[src/rtl/ksm_pvic.sv]
// Parametrised vectored interrupt controller: masks and arbitrates N level requests,
// answers the CPU vector-fetch cycle and exposes MASK/PEND through a small register port.
module ksm_pvic #(
    parameter int N      = 3,
    parameter int ROTATE = 0
) (
    input  logic              wb_clk_i,
    input  logic              wb_rst_i,
    output logic              wb_irq_o,
    output logic [15:0]       wb_dat_o,
    input  logic              wb_stb_i,
    output logic              wb_ack_o,
    input  logic              wb_una_i,
    input  logic [15:0]       rsel,
    input  logic [16*N-1:0]   ivec,
    input  logic [N-1:0]      ireq,
    output logic [N-1:0]      iack,
    input  logic              reg_stb_i,
    input  logic              reg_adr_i,
    input  logic              reg_we_i,
    input  logic [1:0]        reg_sel_i,
    input  logic [15:0]       reg_dat_i,
    output logic [15:0]       reg_dat_o,
    output logic              reg_ack_o
);

    localparam logic [1:0] ST_IDLE = 2'd0;
    localparam logic [1:0] ST_ACK  = 2'd1;
    localparam logic [1:0] ST_DONE = 2'd2;

    logic [1:0]   state_r;
    logic [N-1:0] mask_r;
    logic [3:0]   ptr_r;
    logic         reg_seen_r;

    logic [N-1:0] pend_s;
    logic [N-1:0] gnt_s;
    logic [N-1:0] mask_nxt_s;
    logic [15:0]  reg_rd_s;
    logic [3:0]   win_s;
    logic         found_s;
    int           cand_s;
    logic         fetch_s;
    logic         reg_acc_s;

    assign pend_s    = ireq & ~mask_r;
    assign fetch_s   = (state_r == ST_IDLE) && wb_stb_i;
    assign reg_acc_s = reg_stb_i && !reg_seen_r;

    // Arbitration: fixed scans from N-1 down; rotating scans from ptr-1 down with wrap.
    always_comb begin
        found_s = 1'b0;
        win_s   = 4'd0;
        cand_s  = 0;
        for (int i = 0; i < N; i++) begin
            if (ROTATE != 0) begin
                cand_s = (int'(ptr_r) + 2 * N - 1 - i) % N;
            end else begin
                cand_s = N - 1 - i;
            end
            if (!found_s && pend_s[cand_s]) begin
                found_s = 1'b1;
                win_s   = 4'(cand_s);
            end else begin
                found_s = found_s;
            end
        end
    end

    // One-hot grant for the winner and byte-lane merged mask write value.
    always_comb begin
        gnt_s      = '0;
        mask_nxt_s = mask_r;
        for (int j = 0; j < N; j++) begin
            gnt_s[j] = found_s && (4'(j) == win_s);
            if (((j < 8) && reg_sel_i[0]) || ((j >= 8) && reg_sel_i[1])) begin
                mask_nxt_s[j] = reg_dat_i[j];
            end else begin
                mask_nxt_s[j] = mask_r[j];
            end
        end
    end

    // Register read data, zero-extended above the channel count.
    always_comb begin
        reg_rd_s = 16'h0000;
        if (reg_adr_i) begin
            reg_rd_s[N-1:0] = pend_s;
        end else begin
            reg_rd_s[N-1:0] = mask_r;
        end
    end

    // Vector-fetch FSM; winner, vector and grant are frozen on the IDLE->ACK edge.
    always_ff @(posedge wb_clk_i or negedge wb_rst_i) begin
        if (!wb_rst_i) begin
            state_r  <= ST_IDLE;
            ptr_r    <= 4'd0;
            wb_ack_o <= 1'b0;
            wb_dat_o <= 16'h0000;
            iack     <= '0;
            wb_irq_o <= 1'b0;
        end else begin
            wb_irq_o <= (state_r == ST_IDLE) && !wb_stb_i && (|pend_s);
            case (state_r)
                ST_IDLE: begin
                    if (wb_stb_i) begin
                        state_r  <= ST_ACK;
                        wb_ack_o <= 1'b1;
                        if (wb_una_i) begin
                            wb_dat_o <= rsel;
                        end else if (found_s) begin
                            wb_dat_o <= ivec[int'(win_s)*16 +: 16];
                            iack     <= gnt_s;
                            ptr_r    <= win_s;
                        end else begin
                            wb_dat_o <= 16'h0000;
                        end
                    end
                end
                ST_ACK: begin
                    state_r  <= ST_DONE;
                    wb_ack_o <= 1'b0;
                    iack     <= '0;
                end
                ST_DONE: begin
                    if (!wb_stb_i) begin
                        state_r <= ST_IDLE;
                    end
                end
                default: begin
                    state_r  <= ST_IDLE;
                    wb_ack_o <= 1'b0;
                    iack     <= '0;
                end
            endcase
        end
    end

    // Register port: one ack per strobe; the strobe must drop before the next access.
    always_ff @(posedge wb_clk_i or negedge wb_rst_i) begin
        if (!wb_rst_i) begin
            mask_r     <= '0;
            reg_seen_r <= 1'b0;
            reg_ack_o  <= 1'b0;
            reg_dat_o  <= 16'h0000;
        end else begin
            reg_seen_r <= reg_stb_i;
            reg_ack_o  <= reg_acc_s;
            if (reg_acc_s) begin
                reg_dat_o <= reg_rd_s;
                if (reg_we_i && !reg_adr_i) begin
                    mask_r <= mask_nxt_s;
                end
            end
        end
    end

endmodule
[config.mk]
export PLATFORM = sky130hd
export DESIGN_NAME = ksm_pvic
export DESIGN_NICKNAME = d
export VERILOG_FILES = /design/src/rtl/ksm_pvic.sv
export SDC_FILE = /design/constraint.sdc
export NUM_CORES = 1
export LEC_CHECK = 0
export CORE_MARGIN = 3
export CORE_UTILIZATION = 39
export DETAILED_ROUTE_END_ITERATION = 10
export HOLD_SLACK_MARGIN = 0.06
export PLACE_DENSITY = 0.95
export SLEW_MARGIN = 10
export SYNTH_ARGS = -nofsm -noshare
export SYNTH_HDL_FRONTEND = slang
export SYNTH_SLANG_ARGS = --single-unit
[constraint.sdc]
create_clock -name wb_clk_i -period 2.7 [get_ports wb_clk_i]
set_input_delay 0.405 -clock wb_clk_i [delete_from_list [all_inputs] [get_ports wb_clk_i]]
set_output_delay 0.405 -clock wb_clk_i [all_outputs]
set_load 0.03 [all_outputs]
==> flow_summary.yaml, run 1 <==
die:
  pin_count: 130
  rows: 25
  die_w_um: 77.8
  core-area_um2: 4850
  initial_core_util_pct: 41.5
  die_y_um: 77.8
  die_area_um2: 6050
finish:
  final_common_cell: "clkdlybuf4s50_1"
  areaGrowthSynthToFinish_pct: 55.3
  stdcell_area_um2: 3120
  layout_common_cells: "102 x clkdlybuf4s50_1, 31 x dfrtp_1, 19 x mux2i_1"
  diodes: 0
  num-nets-final: 390
  layoutNonFillerInstCount: 366
  drive_above_1_share_pct: 10.0
synth:
  synth_area_leader_cell: "dfrtp_1"
  synth_cell_types: 34
  async_flop_share_pct: 100
  synth_seq_area_share_pct: 38.6
  syn_avg_cell_area_um2: 10.2
  netlist_top_cells_area: "dfrtp_1 39%, mux2i_1 9.5%, and3b_1 7.0%"
  yosysTopAreaCellShare_pct: 38.6
  syn_inst: 198
  synth-seq-cells: 31
  synth_edf_count: 0
  synth_warnings: 0
  synth_ff_type: "dfrtp_1"
  netlist_area_um2: 2010
critical_path:
  required_ns: 2.87
  critPathMaxFanout: 20
  cp.arrival_ns: 2.05
  critPathKind: "reg2reg"
  end_kind: "register"
  start_kind: "register"
placement:
  placed_cells: 358
  placed_area_um2: 3040
  gp_routability_congestion: 0.799
  place_hpwl_um: 4500
  port-buffer-count: 102
detailed_routing:
  drtIter0Drc: 67
  dr.pass1.iters: 4
  finalWirelength_um: 5900
  antenna_left: 0
  viasPerCell: 4.90
  vias: 1792
  drcViolationCount: 0
  wl_per_cell_um: 16.1
global_route:
  grt-ovfl-total: 0
  grt_pass1_vias: 1890
  grt_pass1_wl_um: 9200
  grt_max_degree: 32
  grt_antenna_before_repair: 0
  track_usage_pct: 19.4
power_and_ir_drop:
  leakage_nw: 1.32
  irDropWorstVdd_mv: 0.556
  p_per_area_nw_per_um2: 770
job:
  maxCapViolCount: 0
cts:
  ctsHoldBuffers: 0
  cts-root-buf: "clkbuf_8"
  post_cts_resized: 0
  cts_tree: "built"
  numCtsBuffers: 5
  cts.sinks: 31
  cts.clk_slew.worst_paths_ns: 0.07
  insertion_delay_ns: 0.27
  cts.path.max_buffers: 2
  post_cts_buffers: 0
  h-tree-depth: 2
run_status:
  status: "complete, no violations"
timing:
  maxSlewViolCount: 0
  final.period_utilization_pct: 69.4
  skew_ns: 0.00853
  hold_viol: 0
  rsz0062_at_grt: "no"
  finalSetupTns_ns: 0
  fmax_mhz: 534
  slew_headroom_pct: 46.1
  fin_crit_ns: 1.87
  setup_violations: 0
  worst_pin_slew_ns: 0.809
worst_hold_path:
  hold_class: "reg2reg"
## final cells by class
type / instances / area (µm²)
fillers: 399 / 1730
well taps: 67 / 83.8
inverters: 3 / 11.3
clock buffers: 5 / 68.8
flip-flops and latches: 31 / 776
multi-input cells: 149 / 1100
clock inverters: 3 / 15.0
repair buffers: 108 / 1070
## cells in the mapped netlist, types with 4 or more instances
master,number
a211oi_1,16
and2_1,16
and3b_1,16
buf_2,6
buf_4,15
clkbuf_1,4
dfrtp_1,31
mux2i_1,19
nand2_1,7
nor2_1,17
o21ai_0,4
o31ai_1,6
o31ai_2,10
## worst max-delay path, stage by stage, from the launching register on
cell and delay [ns]:
dfrtp_1 0.68, nand2b_1 0.62, a211oi_1 0.19, o31ai_1 0.28
## flip-flops by register name, indices dropped and copies added (netlist names)
register / count
iack: 3
mask_r: 3
reg_ack_o: 1
reg_dat_o: 3
reg_seen_r: 1
state_r: 2
wb_ack_o: 1
wb_dat_o: 16
wb_irq_o: 1
## where the power goes
part | switching (mW) | internal, mW | total, mW
Combinational | 0.703 | 0.596 | 1.30
Sequential | 0.124 | 0.637 | 0.761
Clock | 0.169 | 0.176 | 0.346
## cells by family (layout without fill, tap and decap cells)
group                  count (synthesis)  after routing  synth area share [%]
AOI/OAI and AO/OA                     43             43                  18.7
buffers and inverters                 30            119                  9.15
DFF                                   31             31                  38.6
muxes                                 22             22                  11.1
other                                  1             13                 0.187
and+or+nand+nor                       71             71                  22.3
## final timing paths
| check | start | endpoint | slack, ns | depth (start not counted) |
|---|---|---|---|---|
| hold / removal | reg_dat_o[2]$_DFFE_PN0N_ | reg_dat_o[2]$_DFFE_PN0N_ | 0.49 | 2 |
| min in group asynchronous | wb_rst_i | wb_dat_o[12]$_DFFE_PN0P_ | 0.52 | 2 |
| max in group asynchronous | wb_rst_i | wb_dat_o[1]$_DFFE_PN0P_ | 1.89 | 2 |
| setup reg to reg | mask_r[1]$_DFFE_PN0P_ | wb_dat_o[14]$_DFFE_PN0P_ | 0.83 | 3 |
| setup / recovery | mask_r[1]$_DFFE_PN0P_ | wb_dat_o[14]$_DFFE_PN0P_ | 0.83 | 3 |
| hold reg to reg | reg_dat_o[2]$_DFFE_PN0N_ | reg_dat_o[2]$_DFFE_PN0N_ | 0.49 | 2 |
## per-layer routing
metal	up-vias	track usage [%]	wire length, µm
met5	-	0	0
met4	0	6.94	86
met3	10	3.71	248
met2	66	35.4	3190
met1	831	22.3	2380
li1	885	-	-
## metrics by stage
stage | worst slack (ns) | utilization [%] | total power [mW] | hold slack (ns)
final | 0.826 | 64.4 | 2.41 | 0.492
after floorplan | 1.23 | - | 1.55 | 0.109
after global routing | 0.591 | 64.4 | 2.54 | 0.520
after global placement | 0.682 | 62.7 | 2.04 | 0.471
after CTS | 0.746 | 64.4 | 2.43 | 0.503
after detailed placement | 0.622 | 62.7 | 2.08 | 0.486
Note: power is estimated with default switching activity, not from simulation.
==> run 2: changes to the inputs <==
- CORE_UTILIZATION: 39 -> 33
- PLACE_DENSITY: 0.95 -> 0.86
- clock period: 2.7 -> 1.6 ns (I/O delays scaled with it)
==> run 2 against run 1 <==
Net effect:
- worst hold slack worse by 0.14 ns
- register-to-register slack worse by 0.67 ns
- clock power is 78% higher
- core utilization is 6.9 points lower
- critical path type is now reg2out
- largest cell class is now non-clock buffers
==> flow_summary.yaml, run 2 (same netlist as run 1, synthesis figures left out) <==
detailed_routing:
  routed.top_layer: "met4"
  wl_met3_um: 331
  wl_per_cell_um: 15.9
  drtIter0Drc: 70
  dr.pass1.iters: 4
  vias: 1894
  routed-wl-met2_um: 3400
  viasPerCell: 4.92
  drcViolationCount: 0
  wl_met1_um: 2350
  antenna_left: 0
  finalWirelength_um: 6130
cts:
  insertion_delay_ns: 0.28
  post_cts_buffers: 0
  h-tree-depth: 2
  cts_tree: "built"
  cts-root-buf: "clkbuf_8"
  cts.sinks: 31
  ctsHoldBuffers: 0
  cts.path.max_buffers: 2
  numCtsBuffers: 5
  cts.clk_slew.worst_paths_ns: 0.07
finish:
  layoutNonFillerInstCount: 385
  largest_reg_flops: 16
  drive_above_1_share_pct: 14.4
  layout_common_cells: "96 x clkdlybuf4s50_1, 31 x dfrtp_1, 19 x mux2i_1"
  num-nets-final: 404
  nFillCells: 504
  areaGrowthSynthToFinish_pct: 63.2
  diodes: 0
  fin_util_pct: 57.5
  stdcell_area_um2: 3280
  regMostFlops: "wb_dat_o"
  final_common_cell: "clkdlybuf4s50_1"
global_route:
  grt_pass1_wl_um: 9900
  grt_antenna_before_repair: 0
  grt_max_degree: 32
  grt-ovfl-total: 0
  grt_pass1_vias: 2023
  track_usage_pct: 17.5
die:
  core-area_um2: 5710
  initial_core_util_pct: 35.2
  die_area_um2: 7070
  die_y_um: 84.1
  die_w_um: 84.1
  rows: 27
  pin_count: 130
critical_path:
  worst-path-buf-inv: 1
  critPathTopFamily: "buffers and inverters"
  critPathMaxFanout: 2
  critical_path.cell_chain: "clkdlybuf4s50_1"
  max_stage_delay_ns: 0.67
  start_kind: "register"
  worstSetupPathDepth: 1
  required_ns: 1.36
  cp-endpoint: "wb_ack_o"
  critPathKind: "reg2out"
  end_kind: "output pin"
  r2r_end: "wb_dat_o[9]$_DFFE_PN0P_"
  crit_start: "wb_ack_o$_DFFE_PN0P_"
  r2r_slack_ns: 0.16
  ff2ff_path_depth: 4
  slowest_stage: "clkdlybuf4s50_1"
  cp.arrival_ns: 1.31
  rr_startpoint: "state_r[1]$_DFFE_PN0P_"
timing:
  skew_ns: 0.00967
  setup_violations: 0
  timing.final.ws_setup_ns: 0.0465
  rsz0062_at_grt: "no"
  finalSetupTns_ns: 0
  fin_crit_ns: 1.55
  fmax_mhz: 644
  hold_viol: 0
  final.period_utilization_pct: 97.1
  maxSlewViolCount: 0
placement:
  port-buffer-count: 102
  gp_routability_congestion: 0.760
  placed_area_um2: 3180
  placed_cells: 377
  place_hpwl_um: 4860
  dp_slack_ns: -0.108
worst_hold_path:
  hold_class: "in2async"
job:
  maxCapViolCount: 0
power_and_ir_drop:
  irDropWorstVdd_mv: 0.666
  leakage_nw: 1.48
  p_per_area_nw_per_um2: 1270
run_status:
  status: "complete, no violations"
## run 2: area by class of cell
type	instances	area, µm²	area share [%]
Inverter	3	11.3	0.343
Multi-Input combinational cell	149	1100	33.7
Timing Repair Buffer	122	1210	36.9
Clock inverter	3	20.0	0.610
Tap cell	72	90.1	2.74
Clock buffer	5	68.8	2.10
Sequential cell	31	776	23.6
## run 2: worst reg2reg max path, stage by stage (launching register included)
cell,delay (ns)
dfrtp_1,0.48
nor3b_4,0.29
buf_12,0.21
mux2i_1,0.24
o31ai_2,0.09
## run 2: worst min path at each step
stage,startpoint,to,slack [ns],cells past startpoint
final,wb_rst_i,wb_irq_o$_DFF_PN0_,0.35,2
after detailed placement,reg_dat_o[0]$_DFFE_PN0N_,reg_dat_o[0]$_DFFE_PN0N_,0.48,2
after global placement,reg_dat_o[0]$_DFFE_PN0N_,reg_dat_o[0]$_DFFE_PN0N_,0.47,2
after CTS,wb_rst_i,wb_ack_o$_DFFE_PN0P_,0.36,2
after global routing,wb_rst_i,wb_irq_o$_DFF_PN0_,0.38,2
after floorplan,wb_rst_i,iack[0]$_DFFE_PN0P_,-0.06,0
## run 2: routing by layer
metal	vias to the layer above	global-route usage, %
met5	-	0
met4	0	3.65
met3	6	5.73
met2	62	33.1
met1	915	18.8
li1	911	-
## run 2: per-stage QoR
step | hold slack, ns | power [mW]
after CTS | 0.360 | 4.25
final | 0.350 | 4.18
after global routing | 0.383 | 4.44
after floorplan | -0.0556 | 2.61
after global placement | 0.471 | 3.55
after detailed placement | 0.477 | 3.62
## run 2: power by group
group	total (mW)	internal, mW	leakage [nW]	switching (mW)
sequential	1.27	1.08	0.387	0.190
combinational	2.30	1.09	1.05	1.22
clock	0.616	0.302	0.0402	0.314
## run 2: timing repair
| action | CTS | global route |
|---|---|---|
| setup endpoints to repair | 0 | 6 |
| hold endpoints to repair | 0 | 0 |
| gates resized for setup | 0 | 6 |
==> run 3: changes to the inputs <==
- SLEW_MARGIN: 10 -> 20
- clock period: 1.6 -> 1.3 ns (I/O delays scaled with it)
==> run 3 against run 2 <==
Net effect:
- the flow now finishes with violations (negative setup slack)
- sequential power grew 23%
- cell count grew 2.9%
- global-route usage shrank 0.95 points
- clock skew shrank 0.0046 ns
- via count grew 1.4%
- sequential cell count is the same
- design area grew 9.5%
- count of clock-buffer cells in the layout grew 3
- sequential share of layout area shrank 2.0 points
- critical endpoint is now wb_dat_o[10]$_DFFE_PN0P_
- largest power group unchanged
==> flow_summary.yaml, run 3 (same netlist as run 1, synthesis figures left out) <==
die:
  rows: 27
  die_y_um: 84.1
  core-area_um2: 5710
  die_w_um: 84.1
  pin_count: 130
  initial_core_util_pct: 35.2
  die_area_um2: 7070
critical_path:
  start_kind: "register"
  critPathTopFamily: "flip-flops"
  critPathMaxFanout: 4
  critPathKind: "reg2reg"
  max_stage_delay_ns: 0.45
  worst-path-buf-inv: 2
  end_kind: "register"
  slowest_stage: "dfrtp_2"
  cp.arrival_ns: 1.64
  critical_path.cell_chain: "nor3b_4 > buf_6 > clkbuf_16 > mux2i_1 > o31ai_2"
  required_ns: 1.45
placement:
  placed_cells: 382
  place_hpwl_um: 4700
  dp_slack_ns: -0.445
  port-buffer-count: 102
  gp_routability_congestion: 0.809
power_and_ir_drop:
  irDropWorstVdd_mv: 1.03
  report.power.total_mw: 5.57
  leakage_nw: 1.61
  power_switching_mw: 2.28
  sequentialPowerShare_pct: 28.1
  pwr-share-clk_pct: 14.8
  p_sw_share_pct: 41.0
  p_per_area_nw_per_um2: 1550
  combPwrFrac_pct: 57.1
  p_int_mw: 3.28
timing:
  hold_viol: 0
  fin_crit_ns: 1.49
  fmax_mhz: 671
  setup_violations: 16
  maxSlewViolCount: 0
  final.period_utilization_pct: 115
  skew_ns: 0.00507
  rsz0062_at_grt: "yes"
  holdWs_ns: 0.276
  timing.final.ws_setup_ns: -0.191
finish:
  regMostFlops: "wb_dat_o"
  num-nets-final: 415
  layout_common_cells: "74 x clkdlybuf4s50_1, 30 x dfrtp_1, 25 x dlygate4sd2_1"
  regArea_um2: 777
  multi_input_area_um2: 1290
  drive_above_1_share_pct: 25.6
  diodes: 0
  layoutNonFillerInstCount: 396
  nFillCells: 475
  largest_reg_flops: 16
  areaGrowthSynthToFinish_pct: 78.7
  final_common_cell: "clkdlybuf4s50_1"
cts:
  cts-root-buf: "clkbuf_8"
  insertion_delay_ns: 0.28
  cts.path.max_buffers: 2
  cts_tree: "built"
  h-tree-depth: 2
  numCtsBuffers: 5
  cts.clk_slew.worst_paths_ns: 0.06
  ctsHoldBuffers: 0
  cts.sinks: 31
detailed_routing:
  antenna_left: 0
  vias: 1920
  drtIter0Drc: 44
  drcViolationCount: 0
  wl_per_cell_um: 16.2
  finalWirelength_um: 6430
  dr.pass1.iters: 4
  viasPerCell: 4.85
global_route:
  grt_antenna_before_repair: 0
  track_usage_pct: 16.6
  grt_max_degree: 32
  grt_pass1_vias: 1930
  grt_pass1_wl_um: 9370
  grt-ovfl-total: 0
worst_hold_path:
  hold_class: "in2async"
job:
  maxCapViolCount: 0
run_status:
  status: "complete, but fails checks"
  failed_checks: "negative setup slack"
## run 3: cell count changes in the layout (fill, tap and decap cells not counted), moves of 3 or more
cell | previous run | this run
buf_6 | 0 | 4
a211oi_2 | 0 | 13
dlygate4sd2_1 | 0 | 25
buf_4 | 18 | 21
dlymetal6s2s_1 | 6 | 1
a211oi_1 | 16 | 1
mux2i_1 | 19 | 16
clkdlybuf4s50_1 | 96 | 74
## run 3: through the flow
| stage | utilization (%) | cell area [µm²] | TNS (ns) |
|---|---|---|---|
| floorplan | - | 2140 | -0.200 |
| global placement | 57.7 | 3290 | -7.74 |
| detailed placement | 57.7 | 3290 | -8.08 |
| CTS | 59.7 | 3410 | -0.895 |
| global route | 62.9 | 3590 | -1.88 |
| finish | 62.9 | 3590 | -1.18 |
## run 3: metal layers
metal / track usage [%] / wire length (µm) / vias up
li1: - / - / 935
met1: 19.6 / 2640 / 916
met2: 30.3 / 3430 / 60
met3: 3.26 / 260 / 9
met4: 4.24 / 104 / 0
met5: 0 / 0 / -
## run 3: power by group through the flow
stage          registers, mW  clock network, mW  logic [mW]
5_1_grt                 1.60              0.892        3.36
6_report                1.56              0.822        3.18
3_5_place_dp            1.57                  0        3.00
4_1_cts                 1.55              0.850        2.85
3_3_place_gp            1.55                  0        2.96
2_1_floorplan           2.17                  0        1.13
## run 3: path summary, 6_finish.rpt
kind / end / startpoint / slack (ns) / cells past startpoint
setup reg to reg: wb_dat_o[10]$_DFFE_PN0P_ / state_r[1]$_DFFE_PN0P_ / -0.19 / 5
hold / removal: state_r[0]$_DFFE_PN0P_ / wb_rst_i / 0.28 / 2
hold reg to reg: reg_dat_o[1]$_DFFE_PN0N_ / reg_dat_o[1]$_DFFE_PN0N_ / 0.48 / 2
max in group asynchronous: state_r[1]$_DFFE_PN0P_ / wb_rst_i / 0.85 / 2
setup / recovery: wb_dat_o[10]$_DFFE_PN0P_ / state_r[1]$_DFFE_PN0P_ / -0.19 / 5
min in group wb_clk_i: reg_seen_r$_DFF_PN0_ / reg_stb_i / 0.39 / 1
## run 3: layout make-up
class | count | area share (%)
timing repair buffer | 133 | 36.9
tap | 72 | 2.51
inverter | 3 | 0.313
sequential | 31 | 21.6
clock buffer | 8 | 2.79
multi-input combinational | 149 | 35.9
## run 3: what timing repair did
item / CTS / global route
cloned: 0 / 2
endpoints found under the setup margin: 41 / 22
pin swaps: 2 / 3
gates resized for setup: 32 / 27
buffers inserted: 2 / 2
